===== config.mk =====
export PLATFORM = sky130hd
export DESIGN_NAME = dijkstra_min_select_flat
export DESIGN_NICKNAME = d
export VERILOG_FILES = /design/src/rtl/dijkstra_pkg.sv /design/src/rtl/dijkstra_min_select_if.sv /design/src/rtl/dijkstra_fp_less.sv /design/src/rtl/dijkstra_min_select.sv /design/src/flat_wrapper.sv
export SDC_FILE = /design/constraint.sdc
export NUM_CORES = 1
export LEC_CHECK = 0
export CAP_MARGIN = 20
export CORE_ASPECT_RATIO = 1.25
export CORE_MARGIN = 3
export CORE_UTILIZATION = 33
export CTS_CLUSTER_SIZE = 24
export DETAILED_ROUTE_END_ITERATION = 6
export SYNTH_ARGS = -nofsm -noshare
export SYNTH_HDL_FRONTEND = slang
export SYNTH_SLANG_ARGS = --single-unit

===== constraint.sdc =====
create_clock -name clk -period 5.45 [get_ports clk]
set_input_delay 0.8175 -clock clk [delete_from_list [all_inputs] [get_ports clk]]
set_output_delay 0.8175 -clock clk [all_outputs]
set_load 0.01 [all_outputs]

===== src/rtl/dijkstra_pkg.sv =====
// Shared definitions for the Dijkstra custom-instruction datapath.
// Holds the IEEE-754 +inf constant, the command encoding and a NaN test.
package dijkstra_pkg;

   localparam logic [31:0] FP_POS_INF = 32'h7F80_0000;

   typedef enum logic [1:0] {
      CMD_CLEAR     = 2'd0,
      CMD_PUSH      = 2'd1,
      CMD_READ_IDX  = 2'd2,
      CMD_READ_DIST = 2'd3
   } cmd_e;

   // Single-precision NaN: all-ones exponent with a non-zero mantissa.
   function automatic logic fp_is_nan(logic [31:0] x);
      return (x[30:23] == 8'hFF) && (x[22:0] != 23'd0);
   endfunction

endpackage


===== src/rtl/dijkstra_min_select_if.sv =====
// Custom-instruction bus between the CPU and the min-select block.
//   start  : one-cycle command strobe
//   n      : command code (see dijkstra_pkg::cmd_e)
//   dataa  : PUSH candidate distance (IEEE-754 single)
//   datab  : PUSH bit31 visited flag, low bits node index
//   done   : one-cycle completion pulse
//   result : command result, zero outside of done
interface dijkstra_min_select_if;
   logic        start;
   logic [1:0]  n;
   logic [31:0] dataa;
   logic [31:0] datab;
   logic        done;
   logic [31:0] result;

   modport master (output start, n, dataa, datab, input done, result);
   modport slave  (input start, n, dataa, datab, output done, result);
endinterface


===== src/rtl/dijkstra_fp_less.sv =====
// Combinational a < b for single-precision distances.
//   a  : candidate; rejected (lt=0) when negative or NaN
//   b  : reference, assumed non-negative and not NaN
//   lt : 1 when a is an acceptable value strictly below b
// Non-negative floats order the same as their magnitude bits read unsigned.
module dijkstra_fp_less
   import dijkstra_pkg::*;
(
   input  logic [31:0] a,
   input  logic [31:0] b,
   output logic        lt
);

   assign lt = !a[31] && !fp_is_nan(a) && (a[30:0] < b[30:0]);

endmodule


===== src/rtl/dijkstra_min_select.sv =====
// Running-minimum selector: tracks the smallest unvisited distance and its
// node index across PUSH commands; fixed 2-enabled-cycle command latency.
//   clk     : system clock
//   reset_n : asynchronous active-low reset
//   clk_en  : clock enable, all state holds while low
//   bus     : custom-instruction command/result bus (slave side)
module dijkstra_min_select
   import dijkstra_pkg::*;
#(
   parameter int unsigned IDX_W = 16
) (
   input  logic                  clk,
   input  logic                  reset_n,
   input  logic                  clk_en,
   dijkstra_min_select_if.slave  bus
);

   typedef enum logic {S_IDLE, S_S1} state_e;

   state_e             state_q, state_d;
   cmd_e               cmd_q, cmd_d;
   logic [31:0]        cand_dist_q, cand_dist_d;
   logic               cand_vis_q, cand_vis_d;
   logic [IDX_W-1:0]   cand_idx_q, cand_idx_d;
   logic [31:0]        best_dist_q, best_dist_d;
   logic [IDX_W-1:0]   best_idx_q, best_idx_d;
   logic               found_q, found_d;
   logic               done_q, done_d;
   logic [31:0]        result_q, result_d;
   logic               cand_lt;

   dijkstra_fp_less u_less (
      .a  (cand_dist_q),
      .b  (best_dist_q),
      .lt (cand_lt)
   );

   // Next-state: everything holds unless clk_en is high.
   always_comb begin
      state_d     = state_q;
      cmd_d       = cmd_q;
      cand_dist_d = cand_dist_q;
      cand_vis_d  = cand_vis_q;
      cand_idx_d  = cand_idx_q;
      best_dist_d = best_dist_q;
      best_idx_d  = best_idx_q;
      found_d     = found_q;
      done_d      = done_q;
      result_d    = result_q;

      if (clk_en) begin
         done_d   = 1'b0;
         result_d = 32'd0;
         unique case (state_q)
            S_IDLE: begin
               if (bus.start) begin
                  state_d     = S_S1;
                  cmd_d       = cmd_e'(bus.n);
                  cand_dist_d = bus.dataa;
                  cand_vis_d  = bus.datab[31];
                  cand_idx_d  = bus.datab[IDX_W-1:0];
               end
            end
            S_S1: begin
               // A start seen here is dropped; the command completes now.
               state_d = S_IDLE;
               done_d  = 1'b1;
               unique case (cmd_q)
                  CMD_CLEAR: begin
                     best_dist_d = FP_POS_INF;
                     best_idx_d  = '1;
                     found_d     = 1'b0;
                  end
                  CMD_PUSH: begin
                     if (!cand_vis_q && cand_lt) begin
                        best_dist_d = cand_dist_q;
                        best_idx_d  = cand_idx_q;
                        found_d     = 1'b1;
                     end
                  end
                  CMD_READ_IDX:  result_d = found_q ? 32'(best_idx_q) : 32'hFFFF_FFFF;
                  CMD_READ_DIST: result_d = best_dist_q;
               endcase
            end
            default: state_d = S_IDLE;
         endcase
      end
   end

   // State and pipeline registers.
   always_ff @(posedge clk or negedge reset_n) begin
      if (!reset_n) begin
         state_q     <= S_IDLE;
         cmd_q       <= CMD_CLEAR;
         cand_dist_q <= 32'd0;
         cand_vis_q  <= 1'b0;
         cand_idx_q  <= '0;
         best_dist_q <= FP_POS_INF;
         best_idx_q  <= '1;
         found_q     <= 1'b0;
         done_q      <= 1'b0;
         result_q    <= 32'd0;
      end else begin
         state_q     <= state_d;
         cmd_q       <= cmd_d;
         cand_dist_q <= cand_dist_d;
         cand_vis_q  <= cand_vis_d;
         cand_idx_q  <= cand_idx_d;
         best_dist_q <= best_dist_d;
         best_idx_q  <= best_idx_d;
         found_q     <= found_d;
         done_q      <= done_d;
         result_q    <= result_d;
      end
   end

   assign bus.done   = done_q;
   assign bus.result = result_q;

endmodule


===== src/flat_wrapper.sv =====
// flat-port wrapper written by rule: the top's interface ports become plain ports
module dijkstra_min_select_flat import dijkstra_pkg::*;
#(
   parameter int unsigned IDX_W = 16
)
  (clk, reset_n, clk_en, bus_start, bus_n, bus_dataa, bus_datab, bus_done, bus_result);
  dijkstra_min_select_if bus_i ();
  input  logic clk;
  input  logic reset_n;
  input  logic clk_en;
  input wire logic [$bits(bus_i.start)-1:0] bus_start;
  input wire logic [$bits(bus_i.n)-1:0] bus_n;
  input wire logic [$bits(bus_i.dataa)-1:0] bus_dataa;
  input wire logic [$bits(bus_i.datab)-1:0] bus_datab;
  output wire logic [$bits(bus_i.done)-1:0] bus_done;
  output wire logic [$bits(bus_i.result)-1:0] bus_result;
  assign bus_i.start = bus_start;
  assign bus_i.n = bus_n;
  assign bus_i.dataa = bus_dataa;
  assign bus_i.datab = bus_datab;
  assign bus_done = bus_i.done;
  assign bus_result = bus_i.result;
  dijkstra_min_select #(.IDX_W(IDX_W)) u_core (.clk(clk), .reset_n(reset_n), .clk_en(clk_en), .bus(bus_i));
endmodule

==> results_dict.tcl, run 1 <==
set metrics [dict create \
    outcome "finished clean" \
    layout-drive-gt1-share 0.170 \
    start_util 0.340 \
    cts_tree "built" \
    period_needed_ps 3250 \
    critPathBufInv 2 \
    fillers 1783 \
    skew_ps 9.62 \
    drv_cap 0 \
    crit_type "in -> reg" \
    cts_resized 0 \
    path_delay_family "buffers and inverters" \
    grt_start_max_net_pins 65 \
    grt_pass1_wl_mm 24.7 \
    fin_area_sq_um 8170 \
    routed_via_density 4.85 \
    yosys.area.top_type "dfrtp_1" \
    hpwl_mm 10.8 \
    tightest_slew_ps 972 \
    worstRegToRegCells 9 \
    core_area_sq_um 19000 \
    fp-row-count 56 \
    yosysSeqAreaShare 0.525 \
    die_w_um 131 \
    dpl-instance-area_sq_um 7550 \
    yosysTopAreaCellShare 0.427 \
    cp_slowest_cell "a41o_2" \
    ys_ff_latch 134 \
    cts_buffers 17 \
    worst-path-stages 7 \
    start_kind "input pin" \
    clock.fmax_mhz 308 \
    gr-total-overflow 0 \
    dr.first_iter.drc_count 215 \
    slowest_delay_ps 550 \
    cts_sinks 134 \
    crit_chain "clkdlybuf4s50_1 -> nand2_1 -> nor4_2 -> o2111ai_1 -> a41o_2 -> buf_4 -> mux2i_1" \
    endpoint_kind "flip-flop" \
    fin_crit_sh 0.596 \
    area_growth_pct 26.6 \
    first_pass_iters 4 \
    grt_pass1_vias 5008 \
    clk_pin_slew_ps 60 \
    gp_congestion 0.766 \
    synth.avg_cell_area_sq_um 10.4 \
    worstHoldPathType "in -> async" \
    drtAntennaViolNets 0 \
    worst_slack_ps 2200 \
    diodes 0 \
    yosys-top-cells-area "dfrtp_1, dfstp_2, mux2_2" \
    path_max_fanout 26 \
    leakagePower_nw 3.73 \
    ctsRootBufferMaster "clkbuf_16" \
    synthCells 618 \
    rsz0062_at_grt "no" \
    fin_setup_tns_ps 0 \
    dieHeight_um 162 \
    setup_violations 0 \
    synth.distinct_cells 30 \
    crit_arrival_ps 3530 \
    nNetsFinal 794 \
    powerDensity_nw_per_um2 409 \
    synth_nets 718 \
    maxSlewHeadroom 0.352 \
    whs_ps 295 \
    finalWirelength_mm 15.1 \
    die_area_sq_um 21300 \
    cts-htree-levels 4 \
    cts_setup_buffers 0 \
    route.vias.total 4695 \
    wl_per_cell_um 15.6 \
    worstPathRequired_ps 5740 \
    pre_cts_ws_ps 1730 \
    layout.cells.non_filler 968 \
    clk_path_buf_depth 2 \
    postCtsHoldBufs 0 \
    netlist_area_sq_um 6450 \
    vdd.ir_drop.worst_uv 245 \
    grt_antenna_before_repair 0 \
    slew_violations 0 \
    dp.cells 936 \
    port_buffers 87 \
    hold_viol 0 \
    route.detailed.drc 0 \
    grt_util_all_layers 0.150 \
    insertion_delay_ps 420 \
    io_pins 103 \
    ys_warn_count 0 \
]
-- cells in the mapped netlist --
| cell type | instances |
|---|---|
| dfrtp_1 | 110 |
| nand2_1 | 77 |
| inv_1 | 66 |
| nor2_1 | 52 |
| mux2_2 | 51 |
| mux2i_1 | 47 |
| a21oi_1 | 32 |
| clkbuf_1 | 30 |
| ha_1 | 30 |
| o21ai_0 | 27 |
| dfstp_2 | 24 |
| o2111ai_1 | 17 |
| o22ai_1 | 16 |
| nor4_1 | 5 |
| buf_2 | 4 |
| nand2b_1 | 4 |
| nand4_1 | 4 |
| nor3_1 | 3 |
| and2_1 | 2 |
| and4_1 | 2 |
| buf_1 | 2 |
| buf_6 | 2 |
| nand3_1 | 2 |
| nor2b_1 | 2 |
| or3_1 | 2 |
| a221oi_1 | 1 |
| a41o_1 | 1 |
| and3_1 | 1 |
| nor3b_1 | 1 |
| nor4_2 | 1 |
-- final cells by class --
| cell class | instances | area (sq um) | area share |
|---|---|---|---|
| flip-flops and latches | 134 | 3380 | 0.414 |
| clock inverters | 14 | 174 | 0.0213 |
| clock buffers | 18 | 439 | 0.0538 |
| repair buffers | 95 | 928 | 0.114 |
| multi-input cells | 380 | 2670 | 0.327 |
| well taps | 261 | 327 | 0.0400 |
| inverters | 66 | 248 | 0.0303 |
-- worst register-to-register path: cells and delay by family (launching register included) --
kind | cells | cell delay [ps]
buf+inv | 3 | 620
simple gates | 2 | 450
mux | 1 | 250
fa+ha+maj | 1 | 310
flops | 1 | 540
compound gates | 2 | 850
-- where the power goes --
group | total [mW] | switching (mW) | internal, mW
Clock | 1.18 | 0.447 | 0.734
Combinational | 0.736 | 0.378 | 0.359
Sequential | 1.42 | 0.178 | 1.24
-- sequential cells by signal, summed over array words and instances, names as in the netlist, 2 cells and up --
signal	flops
u_core.best_dist_q	32
u_core.bus.result	32
u_core.cand_dist_q	32
u_core.best_idx_q	16
u_core.cand_idx_q	16
u_core.cmd_q	2
-- layer usage --
layer | GRT usage | vias to the layer above | wire, um
met5 | 0 | - | 0
met4 | 0.0599 | 0 | 386
met3 | 0.0398 | 31 | 552
met2 | 0.251 | 99 | 7860
met1 | 0.181 | 2312 | 6340
li1 | - | 2253 | -
-- cell families after synthesis --
group                    share of synthesized area
AND/OR/NAND/NOR                              0.104
flip-flops                                   0.525
buffers and inverters                       0.0636
multiplexers                                 0.162
AO/OA/AOI/OAI                               0.0873
adder cells (fa/ha/maj)                     0.0582
-- layout by cell type, fill, tap and decap left out, types with 2 or more instances in the layout --
master	Yosys	routed
inv_1	66	66
dfstp_2	24	24
o2111ai_1	17	17
nand2b_1	4	4
dfrtp_1	110	110
clkinv_2	0	2
bufinv_16	0	3
nor2b_1	2	2
mux2i_1	47	47
inv_6	0	3
buf_4	0	9
o21ai_0	27	27
clkinv_4	0	2
nor3_1	3	2
clkbuf_16	0	17
clkinvlp_4	0	4
ha_1	30	30
o22ai_1	16	16
nor4_1	5	5
nand4_1	4	4
clkdlybuf4s50_1	0	86
a21oi_1	32	32
and4_1	2	2
or3_1	2	2
nor2_1	52	52
mux2_2	51	51
and2_1	2	2
nand2_1	77	77
-- through the flow --
step / total power [mW] / util
finish: 3.34 / 0.430
global route: 3.56 / 0.430
CTS: 3.38 / 0.430
detailed placement: 2.18 / 0.398
global placement: 2.14 / 0.398
floorplan: 1.88 / -
-- final timing paths --
| check | startpoint | end | slack [ps] |
|---|---|---|---|
| max | clk_en | u_core.best_dist_q[0] | 2200 |
| min | reset_n | u_core.cand_idx_q[6] | 300 |
| max reg2reg | u_core.best_dist_q[30] | u_core.best_idx_q[7] | 2360 |
| min reg2reg | u_core.cand_dist_q[31] | u_core.cand_dist_q[31] | 510 |
| max in group asynchronous | reset_n | u_core.cand_dist_q[11] | 4020 |
| min in group clk | u_core.cand_dist_q[31] | u_core.cand_dist_q[31] | 510 |
(Power assumes the default switching activity.)
==> run 2, diff against run 1 <==
==> constraint.sdc (replaced) <==
create_clock -name clk -period 2.66 [get_ports clk]
set_input_delay 0.399 -clock clk [delete_from_list [all_inputs] [get_ports clk]]
set_output_delay 0.399 -clock clk [all_outputs]
set_load 0.01 [all_outputs]
==> run 2 against run 1 <==
Compared with the run above: sequential cell count is the same; sequential power grew 100%; design area grew 0.97%; global-route usage grew 0.46 points; register-to-register slack lost 2100 ps; clock power grew 100%; wire length grew 1.6%; cell count grew 0.83%; first-iteration DRC count grew 23%; via count grew 0.53%; critical path type is now reg -> reg; critical endpoint is now u_core.best_dist_q[21]; highest routed layer unchanged.
==> results_dict.tcl, run 2 (synthesis results as in run 1) <==
set metrics [dict create \
    fp-row-count 56 \
    io_pins 103 \
    fin_setup_tns_ps 0 \
    cts_sinks 134 \
    powerDensity_nw_per_um2 827 \
    route.detailed.drc 0 \
    insertion_delay_ps 430 \
    hold_viol 0 \
    fin_crit_sh 0.897 \
    layout-drive-gt1-share 0.178 \
    path_max_fanout 16 \
    hpwl_mm 11.1 \
    crit_chain "inv_1 -> ha_1 -> nand4_1 -> nor3_1 -> inv_1 -> o2111ai_1 -> a41o_2 -> buf_4 -> mux2i_1" \
    power_mw 6.82 \
    tightest_slew_ps 654 \
    worstRegToRegCells 9 \
    maxSlewHeadroom 0.564 \
    grt_pass1_wl_mm 25.6 \
    endpoint_kind "flip-flop" \
    grt_util_all_layers 0.154 \
    rr_startpoint "u_core.best_dist_q[30]" \
    regToRegSetupSlack_ps 270 \
    cts_tree "built" \
    final_common_cell "dfrtp_1" \
    layout.cells.non_filler 976 \
    first_pass_iters 4 \
    area_growth_pct 27.8 \
    drtAntennaViolNets 0 \
    routed_via_density 4.84 \
    clock.fmax_mhz 419 \
    dr.first_iter.drc_count 264 \
    grt_antenna_before_repair 0 \
    dieHeight_um 162 \
    skew_ps 13.7 \
    cts_resized 0 \
    clk_path_buf_depth 2 \
    start_kind "flip-flop" \
    vdd.ir_drop.worst_uv 472 \
    worstPathRequired_ps 3000 \
    drv_cap 0 \
    clk_pin_slew_ps 60 \
    layout_common_cells "dfrtp_1, clkdlybuf4s50_1, nand2_1, inv_1, nor2_1" \
    cp_slowest_cell "dfstp_2" \
    grt_pass1_vias 5101 \
    slowest_delay_ps 540 \
    core_area_sq_um 19000 \
    pre_cts_ws_ps 271 \
    nNetsFinal 802 \
    route.vias.total 4720 \
    gr-total-overflow 0 \
    post-route-util 0.434 \
    leakagePower_nw 3.77 \
    crit_type "reg -> reg" \
    outcome "finished clean" \
    setup_violations 0 \
    grt_start_max_net_pins 83 \
    start_util 0.340 \
    port_buffers 87 \
    worstHoldPathType "in -> async" \
    cts_setup_buffers 0 \
    cp_common_cell "inv_1" \
    cts-htree-levels 4 \
    wl_per_cell_um 15.8 \
    postCtsHoldBufs 1 \
    crit_arrival_ps 2720 \
    ctsRootBufferMaster "clkbuf_16" \
    period_needed_ps 2390 \
    r2r_end "u_core.best_dist_q[21]" \
    die_area_sq_um 21300 \
    dp.cells 943 \
    diodes 0 \
    finalWirelength_mm 15.4 \
    rsz0062_at_grt "no" \
    slew_violations 0 \
    gp_congestion 0.784 \
    die_w_um 131 \
    worst_slack_ps 274 \
    cts_buffers 17 \
]
run 2: cell types whose count changed in the layout (fill, tap and decap cells not counted):
cell / before / now
clkinvlp_4: 4 / 3
clkinv_4: 2 / 3
inv_6: 3 / 6
bufinv_16: 3 / 2
dlygate4sd3_1: 0 / 1
clkinv_2: 2 / 1
buf_4: 9 / 13
clkbuf_8: 1 / 0
buf_12: 0 / 3
run 2: cell type report:
cell class,instances,area [sq um]
flip-flops and latches,134,3380
multi-input cells,380,2670
repair buffers,103,1030
clock inverters,15,166
clock buffers,17,425
inverters,66,248
fillers,1796,10700
well taps,261,327
run 2: layer usage:
layer / vias up / wire length [um] / global-route usage
li1: 2267 / - / -
met1: 2338 / 6360 / 0.181
met2: 87 / 8160 / 0.272
met3: 28 / 502 / 0.0322
met4: 0 / 361 / 0.0580
met5: - / 0 / 0
run 2: worst max path at each step:
stage / start / endpoint / depth (start not counted)
floorplan: u_core.best_dist_q[30] / u_core.best_idx_q[10] / 11
finish: u_core.best_dist_q[30] / u_core.best_dist_q[21] / 9
global placement: u_core.best_dist_q[30] / u_core.best_dist_q[7] / 8
detailed placement: u_core.best_dist_q[30] / u_core.best_dist_q[21] / 9
CTS: u_core.best_dist_q[30] / u_core.best_dist_q[21] / 9
global route: u_core.best_dist_q[30] / u_core.best_dist_q[21] / 9
run 2: stage by stage:
stage          area (sq um)  hold WS (ps)
2_1_floorplan          6450           103
3_3_place_gp           7640           202
3_5_place_dp           7640           203
4_1_cts                8240           307
5_1_grt                8240           333
6_report               8240           314
run 2: worst max-delay path: cells and delay by family (launching register included):
family                     cells  cell delay, ps
and+or+nand+nor                2             440
buffers and inverters          3             390
muxes                          1             240
DFF                            1             540
adders and majority gates      1             310
AOI/OAI and AO/OA              2             360
run 2: where the power goes:
| group | total, mW | internal, mW | switching [mW] | leakage, nW |
|---|---|---|---|---|
| sequential | 2.91 | 2.55 | 0.357 | 1.66 |
| combinational | 1.55 | 0.754 | 0.796 | 1.83 |
| clock | 2.36 | 1.40 | 0.963 | 0.282 |
| total | 6.82 | 4.70 | 2.12 | 3.77 |
==> run 3, diff against run 2 <==
--- a/config.mk
+++ b/config.mk
@@ -11,6 +11,7 @@
 export CORE_UTILIZATION = 33
 export CTS_CLUSTER_SIZE = 24
 export DETAILED_ROUTE_END_ITERATION = 6
+export SLEW_MARGIN = 20
 export SYNTH_ARGS = -nofsm -noshare
 export SYNTH_HDL_FRONTEND = slang
 export SYNTH_SLANG_ARGS = --single-unit
==> results of run 3 <==
The final DEF is identical to that of run 2; final timing and power are the same.
